==> config.mk <==
export PLATFORM = sky130hd
export DESIGN_NAME = dot_vector_sequencer_flat
export DESIGN_NICKNAME = d
export VERILOG_FILES = /design/src/rtl/dot_vector_sequencer_if.sv /design/src/rtl/dot_vector_sequencer.sv /design/src/flat_wrapper.sv
export SDC_FILE = /design/constraint.sdc
export NUM_CORES = 1
export LEC_CHECK = 0
export BUFFER_PORTS_ARGS = -buffer_cell sky130_fd_sc_hd__buf_2
export CAP_MARGIN = 20
export CORE_AREA = 2 2 302 304
export CTS_BUF_LIST = sky130_fd_sc_hd__clkbuf_8
export CTS_CLUSTER_DIAMETER = 50
export DETAILED_ROUTE_END_ITERATION = 10
export DIE_AREA = 0 0 304 306
export MAX_ROUTING_LAYER = met4
export SETUP_SLACK_MARGIN = 0.2
export SYNTH_ARGS = -nofsm -noshare
export SYNTH_HDL_FRONTEND = slang
export SYNTH_SLANG_ARGS = --single-unit
==> constraint.sdc <==
create_clock -name clk -period 2.7 [get_ports clk]
set_clock_uncertainty 0.1 [all_clocks]
set_input_delay 0.81 -clock clk [delete_from_list [all_inputs] [get_ports clk]]
set_output_delay 0.81 -clock clk [all_outputs]
set_load 0.05 [all_outputs]
==> src/rtl/dot_vector_sequencer_if.sv <==
// Element-pair input stream and result output stream of the dot-product sequencer.
// Valid/ready: a transfer happens on a rising clk edge where valid && ready; valid never waits on ready.
interface dot_vector_sequencer_if #(
    parameter int N = 32
);
    logic         in_valid;
    logic         in_ready;
    logic [N-1:0] in_a;
    logic [N-1:0] in_b;
    logic         out_valid;
    logic         out_ready;
    logic [N-1:0] out_data;

    modport master (
        output in_valid, in_a, in_b, out_ready,
        input  in_ready, out_valid, out_data
    );

    modport slave (
        input  in_valid, in_a, in_b, out_ready,
        output in_ready, out_valid, out_data
    );
endinterface

==> src/rtl/dot_vector_sequencer.sv <==
// Collects H (a, b) pairs into operand vectors, kicks the dot-product stage,
// waits a fixed latency, then holds the captured result until downstream takes it.
module dot_vector_sequencer #(
    parameter int Q        = 15,
    parameter int N        = 32,
    parameter int H        = 10,
    parameter int WAIT_CYC = 34
) (
    input  logic                clk,
    input  logic                rst_n,
    dot_vector_sequencer_if.slave bus,
    output logic [H-1:0][N-1:0] a_vec,
    output logic [H-1:0][N-1:0] b_vec,
    output logic                start_dot,
    input  logic [N-1:0]        dot_result,
    output logic                busy,
    output logic [1:0]          state_dbg
);

    localparam int IDX_W = (H > 1) ? $clog2(H) : 1;
    localparam int CNT_W = $clog2(WAIT_CYC + 1);
    localparam logic [IDX_W-1:0] IDX_LAST = IDX_W'(H - 1);
    localparam logic [CNT_W-1:0] CNT_LAST = CNT_W'(WAIT_CYC - 1);

    if (H < 1) begin : g_bad_h
        $error("dot_vector_sequencer: H must be >= 1");
    end
    if (WAIT_CYC < 1) begin : g_bad_wait
        $error("dot_vector_sequencer: WAIT_CYC must be >= 1");
    end
    // Q only describes how downstream interprets the words; it must fit in one.
    if (Q < 0 || Q >= N) begin : g_bad_q
        $error("dot_vector_sequencer: Q must lie in [0, N-1]");
    end

    typedef enum logic [1:0] {
        S_FILL  = 2'd0,
        S_START = 2'd1,
        S_WAIT  = 2'd2,
        S_HOLD  = 2'd3
    } state_t;

    state_t           state_q;
    state_t           state_d;
    logic [IDX_W-1:0] idx;
    logic [CNT_W-1:0] cnt;
    logic [N-1:0]     out_q;

    always_ff @(posedge clk) begin
        if (!rst_n) begin
            state_q <= S_FILL;
        end else begin
            state_q <= state_d;
        end
    end

    always_comb begin
        state_d = state_q;
        case (state_q)
            S_FILL: begin
                if (bus.in_valid && idx == IDX_LAST) begin
                    state_d = S_START;
                end
            end
            S_START: state_d = S_WAIT;
            S_WAIT: begin
                if (cnt == CNT_LAST) begin
                    state_d = S_HOLD;
                end
            end
            S_HOLD: begin
                if (bus.out_ready) begin
                    state_d = S_FILL;
                end
            end
            default: state_d = S_FILL;
        endcase
    end

    // Operand vectors only move on accepted FILL writes and are never cleared between vectors.
    always_ff @(posedge clk) begin
        if (!rst_n) begin
            a_vec <= '0;
            b_vec <= '0;
            out_q <= '0;
            idx   <= '0;
            cnt   <= '0;
        end else begin
            case (state_q)
                S_FILL: begin
                    if (bus.in_valid) begin
                        a_vec[idx] <= bus.in_a;
                        b_vec[idx] <= bus.in_b;
                        idx        <= (idx == IDX_LAST) ? '0 : idx + 1'b1;
                    end
                end
                S_START: cnt <= '0;
                S_WAIT: begin
                    cnt <= cnt + 1'b1;
                    if (cnt == CNT_LAST) begin
                        out_q <= dot_result;
                    end
                end
                default: ;
            endcase
        end
    end

    // Every handshake output is a pure decode of the state register.
    assign bus.in_ready  = (state_q == S_FILL);
    assign bus.out_valid = (state_q == S_HOLD);
    assign bus.out_data  = out_q;
    assign start_dot     = (state_q == S_START);
    assign busy          = (state_q != S_FILL);
    assign state_dbg     = state_q;

endmodule
==> src/flat_wrapper.sv <==
// flat-port wrapper written by rule: the top's interface ports become plain ports
module dot_vector_sequencer_flat 
#(
    parameter int Q        = 15,
    parameter int N        = 32,
    parameter int H        = 10,
    parameter int WAIT_CYC = 34
)
  (clk, rst_n, a_vec, b_vec, start_dot, dot_result, busy, state_dbg, bus_in_valid, bus_in_a, bus_in_b, bus_out_ready, bus_in_ready, bus_out_valid, bus_out_data);
  dot_vector_sequencer_if #(.N(N)) bus_i ();
  input  logic clk;
  input  logic rst_n;
  output logic [H-1:0][N-1:0] a_vec;
  output logic [H-1:0][N-1:0] b_vec;
  output logic start_dot;
  input  logic [N-1:0] dot_result;
  output logic busy;
  output logic [1:0] state_dbg;
  input wire logic [$bits(bus_i.in_valid)-1:0] bus_in_valid;
  input wire logic [$bits(bus_i.in_a)-1:0] bus_in_a;
  input wire logic [$bits(bus_i.in_b)-1:0] bus_in_b;
  input wire logic [$bits(bus_i.out_ready)-1:0] bus_out_ready;
  output wire logic [$bits(bus_i.in_ready)-1:0] bus_in_ready;
  output wire logic [$bits(bus_i.out_valid)-1:0] bus_out_valid;
  output wire logic [$bits(bus_i.out_data)-1:0] bus_out_data;
  assign bus_i.in_valid = bus_in_valid;
  assign bus_i.in_a = bus_in_a;
  assign bus_i.in_b = bus_in_b;
  assign bus_i.out_ready = bus_out_ready;
  assign bus_in_ready = bus_i.in_ready;
  assign bus_out_valid = bus_i.out_valid;
  assign bus_out_data = bus_i.out_data;
  dot_vector_sequencer #(.Q(Q), .N(N), .H(H), .WAIT_CYC(WAIT_CYC)) u_core (.clk(clk), .rst_n(rst_n), .bus(bus_i), .a_vec(a_vec), .b_vec(b_vec), .start_dot(start_dot), .dot_result(dot_result), .busy(busy), .state_dbg(state_dbg));
endmodule
; Word-level counts from Yosys, hierarchy flattened
; Index checks and enable logic that the tools add are counted.
; W data, S select, Z words.
[totals]
regBits = 684
input_bits = 100
out_inout_bits = 678
word_cells = 54
[op_classes]
addsub = 2
magnitude_cmp = 2
n_eq_ne = 8
muxes = 10
reduce_logical = 8
[op_table]
columns = op, count
row1 = $bwmux W320, 2
row2 = $demux W32 S4, 1
row3 = $mux W32, 1
row4 = $pmux W6 S2, 1
row5 = $pmux W2 S4, 1
row6 = $add A6 B1 Y6 const B, 1
row7 = $eq A6 B6 Y1 const B, 1
row8 = $mux W2, 3
row9 = $lt A4 B5 Y1 const B, 1
row10 = $add A4 B1 Y4 const B, 1
row11 = $eq A2 B2 Y1 const B, 2
row12 = $eq A4 B4 Y1 const B, 1
row13 = $ge A4 B1 Y1 const B, 1
row14 = $mux W4, 1
row15 = $ne A2 B1 Y1 const B, 2
row16 = $reduce_and A2 Y1, 2
row17 = $reduce_bool A2 Y1, 2
row18 = $reduce_and A3 Y1, 1
row19 = $eq A2 B1 Y1 const B, 1
row20 = $logic_and A1 B1 Y1, 2
row21 = $logic_not A2 Y1, 1
row22 = $ne A2 B2 Y1 const B, 1

; Logic depth before layout (Yosys ltp)
[logic_depth]
word_depth = 5
mapped_depth = 9
depth_no_buf = 6

; Worst setup path before layout
; No wires, ideal clock.
[synth_timing]
path_kind = register to register
from = register u_core.state_q[0] (netlist: u_core.state_dbg[0])
to = register u_core.a_vec[91] (netlist bit)
setup_ns = 0.075
t_arrival_ns = 2.457
required_time_ns = 2.525
slack_ns = 0.067
path_stages_with_launch = 10
path_buffers = 3
path_cell_list = dfxtp_1 > inv_1 > ha_1 > and3_1 > nand3b_1 > buf_2 > buf_2 > buf_1 > nand3_1 > o21ai_0
[synth_between]
elab_chain_len = 2
[synth_lines]
columns = item, line_no
row1 = from (decl), dot_vector_sequencer.sv:43  ; state_t state_q;
row2 = from (signal assigned), dot_vector_sequencer.sv:53  ; state_q <= state_d;
row3 = $logic_not A2 Y1, -
row4 = net bus_in_ready, flat_wrapper.sv:23  ; output wire logic [$bits(bus_i.in_ready)-1:0] bus_in_ready;
row5 = $reduce_and A2 Y1 (no source line), -
row6 = "to (signal, indexed assignment)", dot_vector_sequencer.sv:92  ; a_vec[idx] <= bus.in_a;
row7 = to (decl), dot_vector_sequencer.sv:12  ; output logic [H-1:0][N-1:0] a_vec,
; The timed path passes the listed nets, and every way through them passes these cells.
; A chain may end at the register's enable or synchronous reset.

; Worst setup path after layout
[layout_timing]
from = register u_core.state_q[1] (netlist: u_core.state_dbg[1])
to = output port busy
[layout_between]
elab_chain_len = 1
[layout_lines]
columns = item, line_no
row1 = $reduce_bool A2 Y1, dot_vector_sequencer.sv:114  ; assign busy = (state_q != S_FILL);
row2 = to (decl), flat_wrapper.sv:17  ; output logic busy;
; No other way between the ends.

==> impl_metrics.ini <==
[worst_setup_path]
r2r-start = u_core.state_dbg[1]
crit_type = reg -> out
crit_end = busy
start_kind = flop
critical_path_buf_inv_count = 3
path_depth = 4
cp.required_ns = 1.79
cp_cell_sequence = inv_4 > ha_4 > inv_2 > buf_8
endpoint_kind = output pin
r2r_slack_ns = 0.49
cp_max_fo = 5
cp_top_family = flip-flops
arrival_ns = 1.53
rr_worst_depth = 8
critPathSlowestCell = dfxtp_4
crit_path_start = u_core.state_dbg[1]
slowest_delay_ns = 0.36
worstReg2RegEnd = u_core.b_vec[228]

[power]
power_leakage_uw = 0.0133
power_density_nw_per_um2 = 708
ir_drop_mv = 0.415

[sta]
report.final.slew_viol_count = 0
rsz0062_at_grt = yes
finalSetupViolCount = 0
finalHoldViolCount = 0
tns_ns = 0
relSlewSlack_pct = 49.8
fmax_mhz = 409
setup_slack_ns = 0.257
final.period_utilization_pct = 90.5
worst_pin_slew_ns = 0.752
hold-worst-slack_ns = 0.210
period_needed_ns = 2.44

[placed_design]
io_buffers = 777
placed_cells = 4228
dp_hpwl_mm = 57.9
gp_congestion = 0.825
place_ws_ns = 0.282

[global_route]
grt_pass1_wl_mm = 120
overflow = 0
grt_max_degree = 129
grt_pass1_vias = 18747
antenna_found_initial = 7
grt_usage_pct = 17.4

[clock_network]
postCtsHoldBufs = 0
clkTransAtPathRegs_ns = 0.06
clockBufferDepth = 3
cts_sinks = 684
cts_tree = yes
numCtsBuffers = 113
ctsHtreeMaxLevel = 3
cts-root-buf = clkbuf_8
clock_latency_ns = 0.74

[synth]
ys_seq_elements = 684
synth_warnings = 0
yosys.area_share.simple_pct = 18.0
synth-compound-area-share_pct = 15.5
synth_top_family_by_area = simple AND/OR/NAND/NOR gates
avgSynthCellArea_sq_um = 9.13
synth_fp_nets = 2543
synthCells = 2437
synth_edf_count = 0
netlist_area_sq_um = 22200
synthXorXnorAreaFrac_pct = 0.197
muxShareOfSynthArea_pct = 0.0450
synth.distinct_cells = 37
dominantRegCellSynth = dfxtp_1
synth_fa_ha_area_share_pct = 0.338
seq_area_frac_synth_pct = 61.6
async_flop_share_pct = 0

[cells_and_area]
drive_above_1_share_pct = 31.6
fin_util_pct = 33.5
finalNetCount = 3276
final_cells = 4443
final_common_cell = buf_2
fill_cells = 9436
mostFrequentLayoutCells = buf_2 (772), dfxtp_1 (682), nand3_1 (674)
synthToLayoutAreaGrowth_pct = 35.0

[die]
die_area_sq_um = 93000
io_pins = 778
die_y_microns = 306
start_util_pct = 24.8
rows = 110
core-area_sq_um = 89600
die_w_microns = 304

[detailed_routing]
drtAntennaViolNets = 0
drc_errors = 0
wire_per_inst_microns = 18.6
drt_iter0_drc = 1256
viasPerCell = 4.62
dr.pass1.iters = 4
wirelength_mm = 82.6
via_count = 20509

[run_status]
status = finished, final reports clean

[flow_run]
cap_violations = 0

[hold_path]
whs_path_depth = 3
hp-class = in -> reg
## repair_timing
item / in CTS / in global routing
pin swaps: 1 / 1
gates resized for setup: 15 / 2
buffers inserted: 1 / 2
endpoints found under the setup margin: 4 / 2
## routing by layer
layer | global-route usage, % | vias to the layer above | part of all wire (%)
met5 | - | - | 0
met4 | 8.54 | 0 | 4.4
met3 | 4.56 | 201 | 7.2
met2 | 27.8 | 762 | 47
met1 | 20.4 | 9467 | 42
li1 | - | 10079 | -
## through the flow
step                      power [uW]  cell area [sq um]
after global routing           22000              30000
after floorplan                11500              22200
after CTS                      21500              30000
after global placement         12200              27600
after detailed placement       12200              27600
final                          21300              30000
## state kept, by name (all words and copies together) (netlist names)
signal / flops
u_core.idx: 4
u_core.state_dbg: 2
u_core.b_vec: 320
u_core.bus.out_data: 32
u_core.cnt: 6
u_core.a_vec: 320
## worst reg2reg max path, stage by stage, from the launching register on
cell      delay (ns)
dfxtp_4         0.36
inv_4           0.06
ha_4            0.19
buf_4           0.13
and3_1          0.27
nand4b_1        0.29
buf_12          0.28
nand3_1         0.30
o21ai_0         0.09
## power by group
part	switching, uW	total (uW)	internal, uW	leakage, uW
clock	4250	9300	5050	0.00136
combinational	1300	1620	327	0.00641
sequential	79.7	10300	10300	0.00552
total	5620	21300	15600	0.0133
## worst min-delay path by stage
stage / to / slack [ns] / startpoint
after floorplan: u_core.cnt[5] / 0.35 / u_core.cnt[5]
after global placement: u_core.b_vec[123] / 0.34 / u_core.b_vec[123]
after detailed placement: u_core.a_vec[289] / 0.35 / u_core.a_vec[289]
after CTS: u_core.bus.out_data[1] / 0.11 / dot_result[1]
after global routing: u_core.bus.out_data[15] / 0.15 / dot_result[15]
final: u_core.bus.out_data[8] / 0.21 / dot_result[8]
## cells in the mapped netlist, types with 2 or more instances
| library cell | n | share of area [%] |
|---|---|---|
| a21oi_1 | 3 | 0.067 |
| buf_1 | 76 | 1.3 |
| ha_1 | 6 | 0.34 |
| and2_1 | 3 | 0.084 |
| nand2_1 | 108 | 1.8 |
| xnor2_1 | 2 | 0.079 |
| or3_1 | 2 | 0.056 |
| nand4b_1 | 2 | 0.079 |
| or2_2 | 2 | 0.056 |
| buf_6 | 4 | 0.20 |
| o21ai_0 | 652 | 15 |
| nand4_1 | 2 | 0.056 |
| inv_1 | 6 | 0.10 |
| buf_2 | 24 | 0.54 |
| nor2_1 | 5 | 0.084 |
| o21ai_2 | 4 | 0.16 |
| o21ai_1 | 20 | 0.45 |
| nand2b_1 | 4 | 0.11 |
| nand3_1 | 677 | 15 |
| dfxtp_1 | 684 | 62 |
| clkbuf_1 | 130 | 2.2 |
| nor2b_1 | 2 | 0.056 |
| nand3b_1 | 3 | 0.10 |
| xor2_1 | 3 | 0.12 |
## cell type report
cell class                 count  area, sq um  area share (%)
antenna                        8         20.0          0.0667
clock buffer                 140         1930            6.42
clock inverter                64          402            1.34
inverter                       6         27.5          0.0917
multi-input combinational   1511         7640            25.5
sequential                   684        13700            45.6
tap                         1176         1470            4.90
timing repair buffer         854         4830            16.1
## cell families after synthesis
logic type	after synthesis
AND/OR/NAND/NOR	816
multiplexers	1
adder cells (fa/ha/maj)	6
flip-flops	684
XOR/XNOR	5
buffers and inverters	242
AO/OA/AOI/OAI	683
No activity file was read; power rests on OpenSTA's default activity.
